<file path="src/rtl/mem_access_unit_if.sv">
// rtl/mem_access_unit_if.sv - data-memory request/acknowledge bus
//
// Purpose: groups the data-memory handshake between the core-side initiator
//          (mem_access_unit) and a data memory responder.
// Signals:
//   MReq   initiator -> responder  request pending
//   MWe    initiator -> responder  1 = write, 0 = read
//   MAdr   initiator -> responder  word address {2'b00, byte_addr[31:2]}
//   MBe    initiator -> responder  byte enables, lane i = bits [8i+7:8i]
//   MWdata initiator -> responder  lane-replicated write data
//   MAck   responder -> initiator  request accepted / read data valid
//   MRdata responder -> initiator  read word, valid with MAck
// Modports: master = initiator side, slave = responder side.

interface mem_access_unit_if;
  logic        MReq;
  logic        MWe;
  logic [31:0] MAdr;
  logic [3:0]  MBe;
  logic [31:0] MWdata;
  logic        MAck;
  logic [31:0] MRdata;

  modport master (
    output MReq, MWe, MAdr, MBe, MWdata,
    input  MAck, MRdata
  );

  modport slave (
    input  MReq, MWe, MAdr, MBe, MWdata,
    output MAck, MRdata
  );
endinterface

</file>
<file path="src/rtl/mem_access_unit.sv">
// rtl/mem_access_unit.sv - MIPS data-memory port initiator
//
// Purpose: takes one load/store per Start pulse, checks alignment, issues a
//          request/acknowledge access on the memory bus, extends load data
//          and stalls the core until the access completes or times out.
// Ports:
//   CLK, RST        clock (rising edge), synchronous active-high reset
//   Start           core presents an instruction this cycle
//   Ins             instruction, opcode in Ins[31:26]
//   Result          effective byte address
//   Rdata2          store source data
//   Stall           core must hold its instruction (combinational)
//   LoadData        extended load result (registered)
//   LoadValid       one-cycle pulse, LoadData valid
//   Fault           one-cycle pulse: 01 misaligned, 10 timeout
//   mem             memory bus, master side
// Parameter TIMEOUT: REQ cycles without MAck before abort (1..255).

module mem_access_unit #(
  parameter int unsigned TIMEOUT = 15
) (
  input  logic        CLK,
  input  logic        RST,
  input  logic        Start,
  input  logic [31:0] Ins,
  input  logic [31:0] Result,
  input  logic [31:0] Rdata2,
  output logic        Stall,
  output logic [31:0] LoadData,
  output logic        LoadValid,
  output logic [1:0]  Fault,
  mem_access_unit_if.master mem
);

  typedef enum logic {S_IDLE, S_REQ} state_t;

  state_t      state_q, state_d;
  logic [7:0]  cnt_q, cnt_d;
  logic        req_q, req_d;
  logic        we_q, we_d;
  logic [31:0] adr_q, adr_d;
  logic [3:0]  be_q, be_d;
  logic [31:0] wdata_q, wdata_d;
  logic [2:0]  op_q, op_d;       // {unsigned, size[1:0]} from opcode bits [28:26]
  logic [1:0]  lo_q, lo_d;       // byte offset within the word
  logic [31:0] load_data_q, load_data_d;
  logic        load_valid_q, load_valid_d;
  logic [1:0]  fault_q, fault_d;

  logic [5:0]  op;
  logic        memop;
  logic        misal;
  logic        accept;
  logic [3:0]  be_fmt;
  logic [31:0] wdata_fmt;
  logic [7:0]  rd_byte;
  logic [15:0] rd_half;
  logic [31:0] rd_ext;
  logic        unused_ins;

  assign op         = Ins[31:26];
  assign unused_ins = ^Ins[25:0];

  // Opcode bit 3 = store, bit 2 = unsigned load, bits [1:0] = size
  // (00 byte, 01 half, 11 word).
  always_comb begin
    memop = 1'b0;
    case (op)
      6'h20, 6'h21, 6'h23, 6'h24, 6'h25, 6'h28, 6'h29, 6'h2B: memop = 1'b1;
      default: memop = 1'b0;
    endcase
  end

  always_comb begin
    misal     = 1'b0;
    be_fmt    = 4'b1111;
    wdata_fmt = Rdata2;
    case (op[1:0])
      2'b00: begin
        be_fmt    = 4'b0001 << Result[1:0];
        wdata_fmt = {4{Rdata2[7:0]}};
      end
      2'b01: begin
        misal     = Result[0];
        be_fmt    = 4'b0011 << {Result[1], 1'b0};
        wdata_fmt = {2{Rdata2[15:0]}};
      end
      default: begin
        misal     = (Result[1:0] != 2'b00);
        be_fmt    = 4'b1111;
        wdata_fmt = Rdata2;
      end
    endcase
    if (!op[3]) wdata_fmt = 32'h0;
  end

  assign accept = Start & memop & ~misal;
  assign Stall  = (state_q == S_REQ) | ((state_q == S_IDLE) & accept);

  // Load extraction uses the latched offset and size, not the live inputs.
  always_comb begin
    case (lo_q)
      2'd0:    rd_byte = mem.MRdata[7:0];
      2'd1:    rd_byte = mem.MRdata[15:8];
      2'd2:    rd_byte = mem.MRdata[23:16];
      default: rd_byte = mem.MRdata[31:24];
    endcase
    rd_half = lo_q[1] ? mem.MRdata[31:16] : mem.MRdata[15:0];
    case (op_q[1:0])
      2'b00:   rd_ext = op_q[2] ? {24'h0, rd_byte} : {{24{rd_byte[7]}}, rd_byte};
      2'b01:   rd_ext = op_q[2] ? {16'h0, rd_half} : {{16{rd_half[15]}}, rd_half};
      default: rd_ext = mem.MRdata;
    endcase
  end

  always_comb begin
    state_d      = state_q;
    cnt_d        = cnt_q;
    req_d        = req_q;
    we_d         = we_q;
    adr_d        = adr_q;
    be_d         = be_q;
    wdata_d      = wdata_q;
    op_d         = op_q;
    lo_d         = lo_q;
    load_data_d  = load_data_q;
    load_valid_d = 1'b0;
    fault_d      = 2'b00;
    case (state_q)
      S_IDLE: begin
        if (Start && memop) begin
          if (misal) begin
            fault_d = 2'b01;
          end else begin
            state_d = S_REQ;
            cnt_d   = 8'd0;
            req_d   = 1'b1;
            we_d    = op[3];
            adr_d   = {2'b00, Result[31:2]};
            be_d    = be_fmt;
            wdata_d = wdata_fmt;
            op_d    = op[2:0];
            lo_d    = Result[1:0];
          end
        end
      end
      default: begin
        // Bus outputs return to zero once the access ends, matching reset.
        if (mem.MAck) begin
          state_d = S_IDLE;
          req_d   = 1'b0;
          we_d    = 1'b0;
          adr_d   = 32'h0;
          be_d    = 4'h0;
          wdata_d = 32'h0;
          if (!we_q) begin
            load_data_d  = rd_ext;
            load_valid_d = 1'b1;
          end
        end else if (cnt_q == 8'(TIMEOUT - 1)) begin
          // This is the TIMEOUT-th REQ cycle without an ack.
          state_d = S_IDLE;
          req_d   = 1'b0;
          we_d    = 1'b0;
          adr_d   = 32'h0;
          be_d    = 4'h0;
          wdata_d = 32'h0;
          fault_d = 2'b10;
        end else begin
          cnt_d = cnt_q + 8'd1;
        end
      end
    endcase
  end

  always_ff @(posedge CLK) begin
    if (RST) begin
      state_q      <= S_IDLE;
      cnt_q        <= 8'd0;
      req_q        <= 1'b0;
      we_q         <= 1'b0;
      adr_q        <= 32'h0;
      be_q         <= 4'h0;
      wdata_q      <= 32'h0;
      op_q         <= 3'h0;
      lo_q         <= 2'h0;
      load_data_q  <= 32'h0;
      load_valid_q <= 1'b0;
      fault_q      <= 2'b00;
    end else begin
      state_q      <= state_d;
      cnt_q        <= cnt_d;
      req_q        <= req_d;
      we_q         <= we_d;
      adr_q        <= adr_d;
      be_q         <= be_d;
      wdata_q      <= wdata_d;
      op_q         <= op_d;
      lo_q         <= lo_d;
      load_data_q  <= load_data_d;
      load_valid_q <= load_valid_d;
      fault_q      <= fault_d;
    end
  end

  assign mem.MReq   = req_q;
  assign mem.MWe    = we_q;
  assign mem.MAdr   = adr_q;
  assign mem.MBe    = be_q;
  assign mem.MWdata = wdata_q;
  assign LoadData   = load_data_q;
  assign LoadValid  = load_valid_q;
  assign Fault      = fault_q;

endmodule

</file>
<file path="src/flat_wrapper.sv">
// flat-port wrapper written by rule: the top's interface ports become plain ports
module mem_access_unit_flat 
#(
  parameter int unsigned TIMEOUT = 15
)
  (CLK, RST, Start, Ins, Result, Rdata2, Stall, LoadData, LoadValid, Fault, mem_MReq, mem_MWe, mem_MAdr, mem_MBe, mem_MWdata, mem_MAck, mem_MRdata);
  mem_access_unit_if mem_i ();
  input  logic CLK;
  input  logic RST;
  input  logic Start;
  input  logic [31:0] Ins;
  input  logic [31:0] Result;
  input  logic [31:0] Rdata2;
  output logic Stall;
  output logic [31:0] LoadData;
  output logic LoadValid;
  output logic [1:0] Fault;
  output wire logic [$bits(mem_i.MReq)-1:0] mem_MReq;
  output wire logic [$bits(mem_i.MWe)-1:0] mem_MWe;
  output wire logic [$bits(mem_i.MAdr)-1:0] mem_MAdr;
  output wire logic [$bits(mem_i.MBe)-1:0] mem_MBe;
  output wire logic [$bits(mem_i.MWdata)-1:0] mem_MWdata;
  input wire logic [$bits(mem_i.MAck)-1:0] mem_MAck;
  input wire logic [$bits(mem_i.MRdata)-1:0] mem_MRdata;
  assign mem_MReq = mem_i.MReq;
  assign mem_MWe = mem_i.MWe;
  assign mem_MAdr = mem_i.MAdr;
  assign mem_MBe = mem_i.MBe;
  assign mem_MWdata = mem_i.MWdata;
  assign mem_i.MAck = mem_MAck;
  assign mem_i.MRdata = mem_MRdata;
  mem_access_unit #(.TIMEOUT(TIMEOUT)) u_core (.CLK(CLK), .RST(RST), .Start(Start), .Ins(Ins), .Result(Result), .Rdata2(Rdata2), .Stall(Stall), .LoadData(LoadData), .LoadValid(LoadValid), .Fault(Fault), .mem(mem_i));
endmodule
</file>
<file path="config.mk">
export PLATFORM = sky130hd
export DESIGN_NAME = mem_access_unit_flat
export DESIGN_NICKNAME = d
export VERILOG_FILES = /design/src/rtl/mem_access_unit_if.sv /design/src/rtl/mem_access_unit.sv /design/src/flat_wrapper.sv
export SDC_FILE = /design/constraint.sdc
export NUM_CORES = 1
export LEC_CHECK = 0
export CAP_MARGIN = 20
export CORE_UTILIZATION = 40
export CTS_CLUSTER_DIAMETER = 80
export DETAILED_ROUTE_END_ITERATION = 10
export GPL_TIMING_DRIVEN = 0
export PLACE_DENSITY = 0.76
export SETUP_SLACK_MARGIN = 0.2
export SYNTH_ARGS = -nofsm -noshare
export SYNTH_HDL_FRONTEND = slang
export SYNTH_SLANG_ARGS = --single-unit
</file>
<file path="constraint.sdc">
create_clock -name CLK -period 3.7 [get_ports CLK]
set_input_delay 1.11 -clock CLK [delete_from_list [all_inputs] [get_ports CLK]]
set_output_delay 1.11 -clock CLK [all_outputs]
set_load 0.02 [all_outputs]
</file>
* Word level (Yosys, flattened, before mapping)
Cells that the tools add are included.
** Word-level totals
- Register bits after elaboration :: 119
- Latch bits :: 0
- Memory bits (writable) :: 0
- Bits in read-only memories :: 0
- Output and inout port bits :: 106
- Memories :: 0
** Operators by class
- Add/sub/neg operators :: 1
- Multiply operators :: 0
- Div/mod/pow operators :: 0
- Order comparisons :: 0
- Equal/unequal tests :: 17
- Shift-type cells :: 2
- Muxes and demuxes :: 47
- Bitwise operators :: 8
- Reduce and logical (&&, ||, !) cells :: 12
** Operators by type and width (number)
- 32-bit two-way mux :: 11
- 32-bit case mux with 2 select lines :: 2
- 6-bit equality test, second input constant :: 8
- 8-bit two-way mux :: 5
- 8-bit case mux with 3 select lines :: 1
- 4-bit two-way mux :: 5
- 1-bit two-way mux :: 16
- 16-bit two-way mux :: 1
- 3-bit AND reduction :: 3
- 8-bit by 1-bit adder with 8-bit output, second input constant :: 1
- 8-bit by 4-bit equality test with 1-bit output, second input constant :: 1
- 2-bit two-way mux :: 4
- 4-bit case mux with 2 select lines :: 1
- 8-bit OR reduction :: 1
- 2-bit by 1-bit equality test with 1-bit output, second input constant :: 3
- 2-bit logical NOT :: 3
- 2-bit inequality test, second input constant :: 2
- 1-bit NOT :: 4
- 4-bit AND reduction :: 1
- 2-bit nonzero test :: 2
- 1-bit by 2-bit << shifter with 4-bit output, first input constant :: 1
- 2-bit by 2-bit << shifter with 4-bit output, first input constant :: 1
- 1-bit bitwise AND :: 3
- 3-bit inequality test, second input constant :: 1
- 6 further kinds :: 6

* Logic depth before layout (Yosys ltp)
- Word-level depth :: 7
- Depth in mapped cells :: 8
- Mapped depth without buffers :: 7

* Least setup slack after synthesis
OpenSTA, ideal clock, no wires.
- Path kind :: input to output
- Start :: in Ins[27]
- End :: out Stall
- Data arrival time :: 1927 ps
- Data required time :: 2590 ps
- Setup slack :: 663 ps
- Cell stages on the path :: 4
- Path buffers :: 0
- Cells stage by stage :: o21ai_1 nand4b_2 and3b_1 or2_1
** Between the ends
- Word-level cells in the longest chain between the ends :: 7
- Elaborated cells between the ends (all ways) :: 18
- Those cells by class :: eq/ne (9); mux (2); bitwise (5); reduce/logical (2)
** Ends and longest elaborated chain
- start: declaration :: RTL line flat_wrapper.sv:11 : input logic [31:0] Ins;
- 6-bit equality test :: RTL line mem_access_unit.sv:68 : case (op)
- 8-bit OR reduction :: RTL line mem_access_unit.sv:68
- 1-bit two-way mux :: RTL line mem_access_unit.sv:68
- 1-bit bitwise AND :: RTL line mem_access_unit.sv:97 : assign accept = Start & memop & ~misal;
- 1-bit bitwise AND * :: RTL line mem_access_unit.sv:97
- 1-bit bitwise AND * :: RTL line mem_access_unit.sv:98 : assign Stall = (state_q == S_REQ) | ((state_q == S_IDLE) & accept);
- 1-bit bitwise OR * :: RTL line mem_access_unit.sv:98
- end: declaration :: RTL line flat_wrapper.sv:14 : output logic Stall;
Mark *: on every way between the ends. The rest lies on a longest branch, timed or not.

* Worst setup path after layout
- Start :: in Ins[30]
- End :: out Stall
** Between the ends
- Word-level cells in the longest chain between the ends :: 7
- Elaborated cells between the ends (all ways) :: 14
- Those cells by class :: eq/ne (8); mux (1); bitwise (4); reduce/logical (1)
** Ends and longest elaborated chain (RTL line)
- 6-bit equality test :: mem_access_unit.sv:68
- 8-bit OR reduction * :: mem_access_unit.sv:68
- 1-bit two-way mux * :: mem_access_unit.sv:68
- 1-bit bitwise AND * (2 in a row) :: mem_access_unit.sv:97
- 1-bit bitwise AND * :: mem_access_unit.sv:98
- 1-bit bitwise OR * :: mem_access_unit.sv:98
Marked as above.

==> metrics.txt <==
maximum vdd drop 0.283 mV; Synth cell types 50; unrepaired setup endpoints after global routing false; Worst EP arrival 2330 ps; Flop pwr share about two fifths; clock tree buffer depth 2; endpoints failing hold 0; Post-synth EDFFs 0; Top Family by Delay on Critical Path buffers and inverters; post-synthesis mux area share 6.56%; WP data required 2590 ps; crit end category output port; failing checks DRC; Clock Pin Slew Worst Setup and Hold Paths approximately 60 ps; Pwr Total 3.33 mW; XOR/XNOR share of the synthesized area between 1 and 1.5%; Overflow after GRT 0; ANT nets after route 0; Clk pwr share 52.5%; Synth Area per Inst 9.34 µm²; CP max FO 4; WS Path Type in -> out; DRT Wirelength 16.2 mm; Max Cap Viol 0; Die Width 113 µm; Mapped Area 4900 µm²; first-pass GRT wire length 25.5 mm; YS warnings 0; Compound-Gate Fraction of Synth Area around 25%; Seq cells post-synth 117; H-tree depth reported by CTS 4; adder-cell share of the synthesized area 0.510%; Switching Share about 22%; crit start category input pin; clk sinks between 100 and 150; Routability Congestion 0.849; area delta synth->final 59.3%; Vias about 4,900; PortBufs 207; slowest stage cell, crit path clkdlybuf4s50_1; DRC 1; cells along the critical path clkdlybuf4s50_1, nand4b_4, and3b_2, or2_1, buf_2; final period utilization 92.9%; fin nets 887; leak pwr 2.88 nW; Async S/R FF share, synth 0%; largest family of logic cells by synthesized area compound AO/OA/AOI/OAI gates; Comb power frac 9.0%; Total Routing Usage GR 26.2%; Tightest Pin Transition 926 ps; DR WL/cell 17.7 µm; drt via density 5.41; Initial Utilization approximately two fifths; FMAX 291 MHz; DP HPWL around 12 mm; CORE AREA 12,000 µm²; Final Max Slew Viols 0; Int Pwr approximately 2.6 mW; initial antenna violation count 3; final setup fails 0; Worst Hold Class reg -> reg; slew margin rel. 38.0%; status finished with violations; CTS Root Buffer Type clkbuf_16; Synth Area in Simple Gates between 10 and 15%; die area 12,700 µm²; Yosys top cell by area dfxtp_1; CTS tree yes; cell count after synthesis 525; chip height 113 µm; ys flop type dfxtp_1; Clk Latency, worst-skew pair approximately 420 ps; total clock buffers created by CTS 17; share of the synthesized area in the top cell type 47.8%; number of global-route vias before repair 5,021; CP Buf/Inv Count 2; sequential-to-total area share from yosys stat 47.8%; Starting DRT DRC Count about 360; critical path's largest stage delay between 400 and 500 ps; PD cells 426 nW/µm²; Final min period 3440 ps; net load switching power 736 µW; largest net degree at the start of global routing 17; final core utilization 65.3%; Clock Skew 8.90 ps; I/O Pins around 240; drt pass-1 iters 9; share of cells above drive strength 1 between 7 and 8%; Area contributors post-synth dfxtp_1 (48%), a22o_1 (8.9%), mux2i_1 (6.3%); Rows 40
-- Yosys cell counts, types with 2 or more instances --
cell type	instances
mux2i_1	31
or2_1	3
and3_1	3
buf_2	8
nand2_1	60
nor3_1	7
o2bb2ai_1	16
xor2_1	3
inv_1	10
xnor2_1	3
ha_1	2
clkbuf_1	29
nand2b_1	3
nor2_1	53
a22o_1	50
o21ai_1	4
nor3_2	2
a21oi_1	19
nand3_1	10
a2111oi_0	8
buf_4	3
nor2b_1	4
a21o_1	3
o21ai_0	18
a22oi_1	7
a211oi_1	25
dfxtp_1	117
inv_2	2
-- power groups by stage --
stage / clock network [mW] / registers, mW / logic, mW
after floorplan: 0 / 1.32 / 0.102
after global placement: 0 / 1.31 / 0.294
after detailed placement: 0 / 1.31 / 0.298
after CTS: 1.77 / 1.28 / 0.299
after global routing: 1.83 / 1.28 / 0.321
final: 1.75 / 1.28 / 0.300
-- metrics by stage --
stage	setup slack (ps)	cell area (µm²)	cells	TNS, ps	hold slack (ps)
floorplan	663	4910	526	0	472
global placement	-486	7160	880	-486	447
detailed placement	-516	7160	880	-516	451
CTS	212	7810	913	0	466
global route	209	7810	914	0	488
finish	264	7810	914	0	470
-- per-layer routing --
| metal | global-route usage [%] | vias up | wire, µm |
|---|---|---|---|
| met5 | 0 | - | 23 |
| met4 | 12.4 | 4 | 399 |
| met3 | 10.2 | 34 | 1480 |
| met2 | 43.9 | 228 | 7750 |
| met1 | 29.4 | 2312 | 6520 |
| li1 | - | 2369 | - |
-- state kept, by name (all words and copies together) (netlist names) --
register           flops
u_core.Fault           2
u_core.LoadData       32
u_core.LoadValid       1
u_core.cnt_q           8
u_core.lo_q            2
u_core.mem.MAdr       30
u_core.mem.MBe         4
u_core.mem.MReq        1
u_core.mem.MWdata     32
u_core.mem.MWe         1
u_core.op_q            3
u_core.state_q         1
-- worst register-to-register path: cells and delay by family, from the launching register on --
| kind | cells | cell delay (ps) |
|---|---|---|
| AO/OA/AOI/OAI | 2 | 540 |
| adder cells (fa/ha/maj) | 1 | 120 |
| buffers and inverters | 2 | 340 |
| flip-flops | 1 | 340 |
| AND/OR/NAND/NOR | 2 | 750 |
-- path summary, 6_finish.rpt --
kind / start / end / slack (ps) / cells after the start
worst max-delay path: Ins[30] / Stall / 260 / 5
worst min-delay path: u_core.mem.MWdata[21]$_SDFFE_PP0P_ / u_core.mem.MWdata[21]$_SDFFE_PP0P_ / 470 / 1
worst max register to register: u_core.cnt_q[0]$_SDFFE_PP0P_ / u_core.mem.MWdata[14]$_SDFFE_PP0P_ / 1520 / 7
worst min register to register: u_core.mem.MWdata[21]$_SDFFE_PP0P_ / u_core.mem.MWdata[21]$_SDFFE_PP0P_ / 470 / 1
-- cells by family after synthesis --
family                   after synthesis
multiplexers                          32
buffers and inverters                 53
AND/OR/NAND/NOR                      154
XOR/XNOR                               6
other                                  1
flip-flops                           117
AO/OA/AOI/OAI                        160
adder cells (fa/ha/maj)                2
-- layout make-up --
class / instances / area, µm²
Timing Repair Buffer: 208 / 2070
Antenna cell: 1 / 2.50
Clock inverter: 13 / 180
Multi-Input combinational cell: 356 / 2350
Clock buffer: 19 / 453
Fill cell: 1011 / 4150
Tap cell: 147 / 184
Sequential cell: 117 / 2340
Inverter: 12 / 45.0
Buffer: 41 / 183
-- repair_timing --
item,in CTS,in global routing
hold buffers,0,0
setup endpoints to repair,1,1
gates resized for setup,11,1
setup buffers,1,0
-- cells in the final DEF (no fill, tap or decap), types with 7 or more instances in the layout --
master / synthesis / layout
inv_1: 10 / 10
a22oi_1: 7 / 7
a21oi_1: 19 / 19
o2bb2ai_1: 16 / 16
o21ai_0: 18 / 18
nand2_1: 60 / 60
a211oi_1: 25 / 25
nor2_1: 53 / 53
mux2i_1: 31 / 31
nand3_1: 10 / 10
clkbuf_16: 0 / 17
a22o_1: 50 / 50
dfxtp_1: 117 / 117
clkdlybuf4s50_1: 0 / 201
a2111oi_0: 8 / 8
buf_2: 8 / 9
clkbuf_1: 29 / 29
nor3_1: 7 / 7
Note: power is estimated with default switching activity, not from simulation.
